## src/rtl/shunt_fringe_if.sv

```systemverilog
// shunt_fringe_if
// Signal-exchange hub for one fringe node. A small database of entries, each
// tagged PUT source, GET destination or unused. A put on a source forwards its
// word into the linked destination and marks it fresh; a get on a fresh
// destination returns the word once. Also holds the node identity registers
// programmed by the link anchor at start-up.

module shunt_fringe_if #(
    parameter int N_SIGNALS = 16,
    parameter int DATA_W    = 64,
    localparam int IW       = (N_SIGNALS > 1) ? $clog2(N_SIGNALS) : 1
) (
    input  logic                 i_clk,
    input  logic                 i_rstn,

    input  logic                 i_cfg_we,
    input  logic [IW-1:0]        i_cfg_idx,
    input  logic [1:0]           i_cfg_type,
    input  logic [IW-1:0]        i_cfg_peer,

    input  logic                 i_put,
    input  logic [IW-1:0]        i_put_idx,
    input  logic [DATA_W-1:0]    i_put_data,

    input  logic                 i_get,
    input  logic [IW-1:0]        i_get_idx,

    input  logic                 i_iam_we,
    input  logic [31:0]          i_iam,
    input  logic                 i_status_we,
    input  logic [1:0]           i_status,
    input  logic                 i_simid_we,
    input  logic [31:0]          i_simid,

    output logic                 o_put_success,
    output logic                 o_get_success,
    output logic [DATA_W-1:0]    o_get_data,
    output logic [N_SIGNALS-1:0] o_valid_get,
    output logic [N_SIGNALS-1:0] o_fresh,
    output logic [31:0]          o_iam,
    output logic [1:0]           o_status,
    output logic [31:0]          o_simid
);

    // Entry type encoding. The reserved code is stored as written but never
    // matches PUT or GET, so it behaves exactly like NONE.
    localparam logic [1:0] TYPE_NONE = 2'd0;
    localparam logic [1:0] TYPE_PUT  = 2'd1;
    localparam logic [1:0] TYPE_GET  = 2'd2;

    logic [1:0]           ent_type  [N_SIGNALS];
    logic [IW-1:0]        ent_peer  [N_SIGNALS];
    logic [DATA_W-1:0]    ent_data  [N_SIGNALS];
    logic [N_SIGNALS-1:0] ent_fresh;

    logic                 cfg_ok;
    logic [1:0]           put_src_type;
    logic [IW-1:0]        put_dst_idx;
    logic [1:0]           put_dst_type;
    logic                 put_ok;
    logic [1:0]           get_type;
    logic                 get_fresh;
    logic [DATA_W-1:0]    get_word;
    logic                 get_ok;

    // Indices beyond N_SIGNALS can only occur when N_SIGNALS is not a power
    // of two; such accesses must fail rather than alias onto real entries.
    function automatic logic in_range(input logic [IW-1:0] idx);
        return ({{(32-IW){1'b0}}, idx} < 32'(N_SIGNALS));
    endfunction

    // Decode put/get/config legality from the pre-edge descriptors only.
    always_comb begin
        put_src_type = TYPE_NONE;
        put_dst_idx  = '0;
        put_dst_type = TYPE_NONE;
        get_type     = TYPE_NONE;
        get_fresh    = 1'b0;
        get_word     = '0;

        cfg_ok = i_cfg_we && in_range(i_cfg_idx);

        if (in_range(i_put_idx)) begin
            put_src_type = ent_type[i_put_idx];
            put_dst_idx  = ent_peer[i_put_idx];
        end
        if (in_range(put_dst_idx)) begin
            put_dst_type = ent_type[put_dst_idx];
        end
        put_ok = i_put && (put_src_type == TYPE_PUT) && (put_dst_type == TYPE_GET);

        if (in_range(i_get_idx)) begin
            get_type  = ent_type[i_get_idx];
            get_fresh = ent_fresh[i_get_idx];
            get_word  = ent_data[i_get_idx];
        end
        get_ok = i_get && (get_type == TYPE_GET) && get_fresh;
    end

    // Database update. Order inside the loop sets priority on the same entry:
    // config, then get-clear, then put-set, so a same-cycle put leaves the
    // destination fresh after a get has consumed the old value.
    always_ff @(posedge i_clk) begin
        if (!i_rstn) begin
            for (int i = 0; i < N_SIGNALS; i++) begin
                ent_type[i]  <= TYPE_NONE;
                ent_peer[i]  <= '0;
                ent_data[i]  <= '0;
                ent_fresh[i] <= 1'b0;
            end
        end else begin
            for (int i = 0; i < N_SIGNALS; i++) begin
                if (cfg_ok && (i_cfg_idx == IW'(i))) begin
                    ent_type[i] <= i_cfg_type;
                    ent_peer[i] <= i_cfg_peer;
                    if (i_cfg_type != TYPE_GET) begin
                        ent_fresh[i] <= 1'b0;
                    end
                end
                if (get_ok && (i_get_idx == IW'(i))) begin
                    ent_fresh[i] <= 1'b0;
                end
                if (put_ok && (put_dst_idx == IW'(i))) begin
                    ent_data[i]  <= i_put_data;
                    ent_fresh[i] <= 1'b1;
                end
            end
        end
    end

    // Registered put/get results; get data holds until the next successful get.
    always_ff @(posedge i_clk) begin
        if (!i_rstn) begin
            o_put_success <= 1'b0;
            o_get_success <= 1'b0;
            o_get_data    <= '0;
        end else begin
            o_put_success <= put_ok;
            o_get_success <= get_ok;
            if (get_ok) begin
                o_get_data <= get_word;
            end
        end
    end

    // Node identity registers, each with its own write enable.
    always_ff @(posedge i_clk) begin
        if (!i_rstn) begin
            o_iam    <= '0;
            o_status <= 2'd0;
            o_simid  <= '0;
        end else begin
            if (i_iam_we) begin
                o_iam <= i_iam;
            end
            if (i_status_we) begin
                o_status <= i_status;
            end
            if (i_simid_we) begin
                o_simid <= i_simid;
            end
        end
    end

    // Per-entry GET tag view of the registered descriptors.
    always_comb begin
        o_valid_get = '0;
        for (int i = 0; i < N_SIGNALS; i++) begin
            o_valid_get[i] = (ent_type[i] == TYPE_GET);
        end
    end

    assign o_fresh = ent_fresh;

endmodule

```

## config.mk

```make
export PLATFORM = sky130hd
export DESIGN_NAME = shunt_fringe_if
export DESIGN_NICKNAME = d
export VERILOG_FILES = /design/src/rtl/shunt_fringe_if.sv
export SDC_FILE = /design/constraint.sdc
export NUM_CORES = 2
export LEC_CHECK = 0
export CAP_MARGIN = 40
export CELL_PAD_IN_SITES_DETAIL_PLACEMENT = 0
export CELL_PAD_IN_SITES_GLOBAL_PLACEMENT = 1
export CORE_MARGIN = 3
export CORE_UTILIZATION = 45
export DETAILED_ROUTE_END_ITERATION = 10
export GPL_TIMING_DRIVEN = 0
export PLACE_DENSITY_LB_ADDON = 0.1
export RECOVER_POWER = 50
export SLEW_MARGIN = 15
export SYNTH_ARGS = -nofsm -noshare
export SYNTH_HDL_FRONTEND = slang
export SYNTH_SLANG_ARGS = --single-unit
```

## constraint.sdc

```tcl
create_clock -name i_clk -period 11.65 [get_ports i_clk]
set_input_delay 2.33 -clock i_clk [delete_from_list [all_inputs] [get_ports i_clk]]
set_output_delay 2.33 -clock i_clk [all_outputs]
set_load 0.02 [all_outputs]
```

==> results.py <==
metrics = {
    "clock_network": {
        "post_cts_resized": 0,
        "htreeDepth": 4,
        "cts_tree": "yes",
        "clockBufferDepth": 3,
        "cts_inserted_buffers": 139,
        "postCtsSetupRepairBufs": 0,
        "cts_root_buffer": "clkbuf_16",
        "ctsHoldBuffers": 0,
        "clk_latency_ps": 740,
        "clock-sinks": 1268,
        "clkTransAtPathRegs_ps": 60,
    },
    "power_and_ir_drop": {
        "p_per_area_nw_per_um2": 166,
        "p_leak_nw": 23.8,
        "ir_worst_vdd_uv": 138,
    },
    "timing": {
        "max_freq_mhz": 120,
        "maxSlewViolCount": 11,
        "fin_skew_ps": 23.3,
        "fin_crit_ps": 8350,
        "setup_viol": 0,
        "tns_ps": 0,
        "slew_headroom_pct": -42.4,
        "hold_viol": 0,
        "setup_ws_ps": 3300,
        "fin_crit_sh_pct": 71.7,
        "grt_setup_unrepaired": "false",
        "worstMarginPinSlew_ps": 2140,
    },
    "detailed_routing": {
        "ant_nets": 0,
        "wl_per_cell_um": 30.8,
        "dr.pass1.iters": 6,
        "drc": 0,
        "wl_um": 169000,
        "vias": 32131,
        "drtIter0Drc": 3901,
        "via_per_inst": 5.87,
    },
    "placement": {
        "io_buffers": 309,
        "hpwl_um": 116000,
        "place_ws_ps": 4230,
        "place_congestion": 0.896,
    },
    "floorplan": {
        "die_height_um": 349,
        "ios": 320,
        "start_util_pct": 45.5,
        "row_count": 125,
        "dieArea_um2": 122000,
        "core-area_um2": 116000,
        "die_w_um": 349,
    },
    "synthesis": {
        "synth_area_um2": 52900,
        "yosysSeqAreaShare_pct": 69.2,
        "syn_inst": 3285,
        "synthFlopType": "edfxtp_1",
        "ys_seq_elements": 1268,
        "synth_top_cells_by_area": "edfxtp_1 (64%), mux4_2 (15%), dfxtp_1 (5.6%)",
        "synthArstFlopShare_pct": 0,
        "ys_warn_count": 0,
        "syn_nets": 3441,
        "yosysTopAreaCell": "edfxtp_1",
        "synth_cell_types": 55,
        "synth_edf_count": 1120,
        "synth_top_area_share_pct": 63.6,
        "syn_area_per_cell_um2": 16.1,
    },
    "global_route": {
        "grt.total_usage_pct": 27.8,
        "grt_max_degree": 39,
        "grt_pass1_wl_um": 237000,
        "antenna_found_initial": 2,
        "grt_pass1_vias": 33305,
        "grt-ovfl-total": 0,
    },
    "job": {
        "maxCapViolations": 1,
    },
    "critical_path": {
        "worstPathArrival_ps": 8780,
        "reg2reg_from": "ent_peer[0][2]",
        "ff2ff_path_depth": 10,
        "endpoint": "ent_data[8][42]",
        "crit_fanout": 10,
        "r2r-end": "ent_data[8][42]",
        "required_ps": 12080,
        "cp-end-kind": "flop",
        "r2r_slack_ps": 6100,
        "cp-start-kind": "input pin",
        "crit_start": "i_put_idx[2]",
        "crit_type": "in -> reg",
    },
    "final_layout": {
        "fillers": 9337,
        "fin_nets": 3990,
        "syn_to_final_growth_pct": 20.7,
        "drive_gt1_share_pct": 18.8,
    },
    "outcome": {
        "violations": "max-capacitance violations, max-slew violations",
        "status": "finished with violations",
    },
    "hold_path": {
        "hp-class": "reg -> reg",
    },
}
final cells by class:
| type | instances | area, um2 | area share [%] |
|---|---|---|---|
| Timing Repair Buffer | 408 | 4660 | 7.30 |
| Antenna cell | 1 | 2.50 | 0.00392 |
| Multi-Input combinational cell | 1646 | 14500 | 22.7 |
| Tap cell | 1524 | 1910 | 2.99 |
| Clock inverter | 48 | 526 | 0.823 |
| Clock buffer | 209 | 4100 | 6.43 |
| Inverter | 80 | 300 | 0.470 |
| Buffer | 291 | 1250 | 1.96 |
| Sequential cell | 1268 | 36600 | 57.3 |
logic make-up after synthesis:
group / after synthesis / share of synthesized area, %
buf+inv: 371 / 3.33
compound gates: 78 / 1.08
flops: 1268 / 69.2
mux: 490 / 17.4
simple gates: 1078 / 8.98
worst max-delay path: stages:
cell           delay [ps]
dlygate4sd3_1         570
clkbuf_1              590
clkbuf_1              640
mux4_2                460
nand2_1                90
nand3_1               240
nor2_1                570
and3_1                260
o32a_1                160
clkbuf_1              810
clkbuf_1              760
clkbuf_1             1100
nor3_1                170
sequential cells by signal, summed over array words and instances, names as in the netlist:
name	cells
o_get_data	64
ent_data	1024
o_get_success	1
o_fresh	16
ent_type	32
o_iam	32
o_status	2
o_put_success	1
o_simid	32
ent_peer	64
synth_stat cells, types with 3 or more instances:
library cell	number
edfxtp_1	1120
nor2_1	718
mux4_2	344
clkbuf_1	149
dfxtp_1	148
mux2i_1	142
nand2_1	117
nor3_1	81
inv_1	79
buf_2	72
nor3_2	50
nor2b_1	44
buf_4	32
nand3_1	24
buf_6	21
o21ai_0	21
buf_1	17
nand2b_1	12
nand4_1	10
o31ai_1	9
o211ai_1	7
a21oi_1	6
o2111ai_1	6
o32a_1	5
nand3b_1	4
a31o_2	3
and3b_1	3
mux2_2	3
power breakdown:
group          internal (mW)  switching, mW
Combinational          0.358          0.639
Clock                   2.66           1.78
Sequential              5.13         0.0534
Total                   8.15           2.47
through the flow:
step           cell area, um2  instances  power [mW]  utilization (%)  hold slack [ps]
6_report                63800       5475        10.6             54.9              489
5_1_grt                 63800       5474        10.9             54.9              506
4_1_cts                 64300       5470        10.7             55.3              497
3_5_place_dp            59700       5213        6.31             51.3              484
3_3_place_gp            57900       5118        6.26             49.8              473
2_1_floorplan           52900       3285        5.81                -              565
layout by cell type, fill, tap and decap left out, types with 109 or more instances in the layout:
cell type,netlist,routed
edfxtp_1,1120,1120
nand2_1,117,109
nor3_1,81,116
mux4_2,344,344
clkbuf_16,0,148
nor2_1,718,718
dfxtp_1,148,148
mux2i_1,142,143
clkdlybuf4s50_1,0,143
dlygate4sd3_1,0,166
clkbuf_1,149,273
routing by layer:
metal	GRT usage (%)	routed length (um)	vias to the layer above	share of wire [%]
met5	0	23	-	0.014
li1	-	-	13470	-
met3	6.88	16700	277	9.9
met4	8.93	5540	4	3.3
met2	46.4	82000	1744	49
met1	36.1	64400	16636	38
how the worst min path moves through the flow:
stage                        startpoint       endpoint  cells past startpoint
after floorplan             o_fresh[13]    o_fresh[13]                      2
after global placement        o_iam[28]      o_iam[28]                      2
after detailed placement  o_get_data[7]  o_get_data[7]                      2
after CTS                 o_get_data[7]  o_get_data[7]                      2
after global routing          o_iam[28]      o_iam[28]                      2
final                     o_get_data[7]  o_get_data[7]                      2
(Power assumes the default switching activity.)
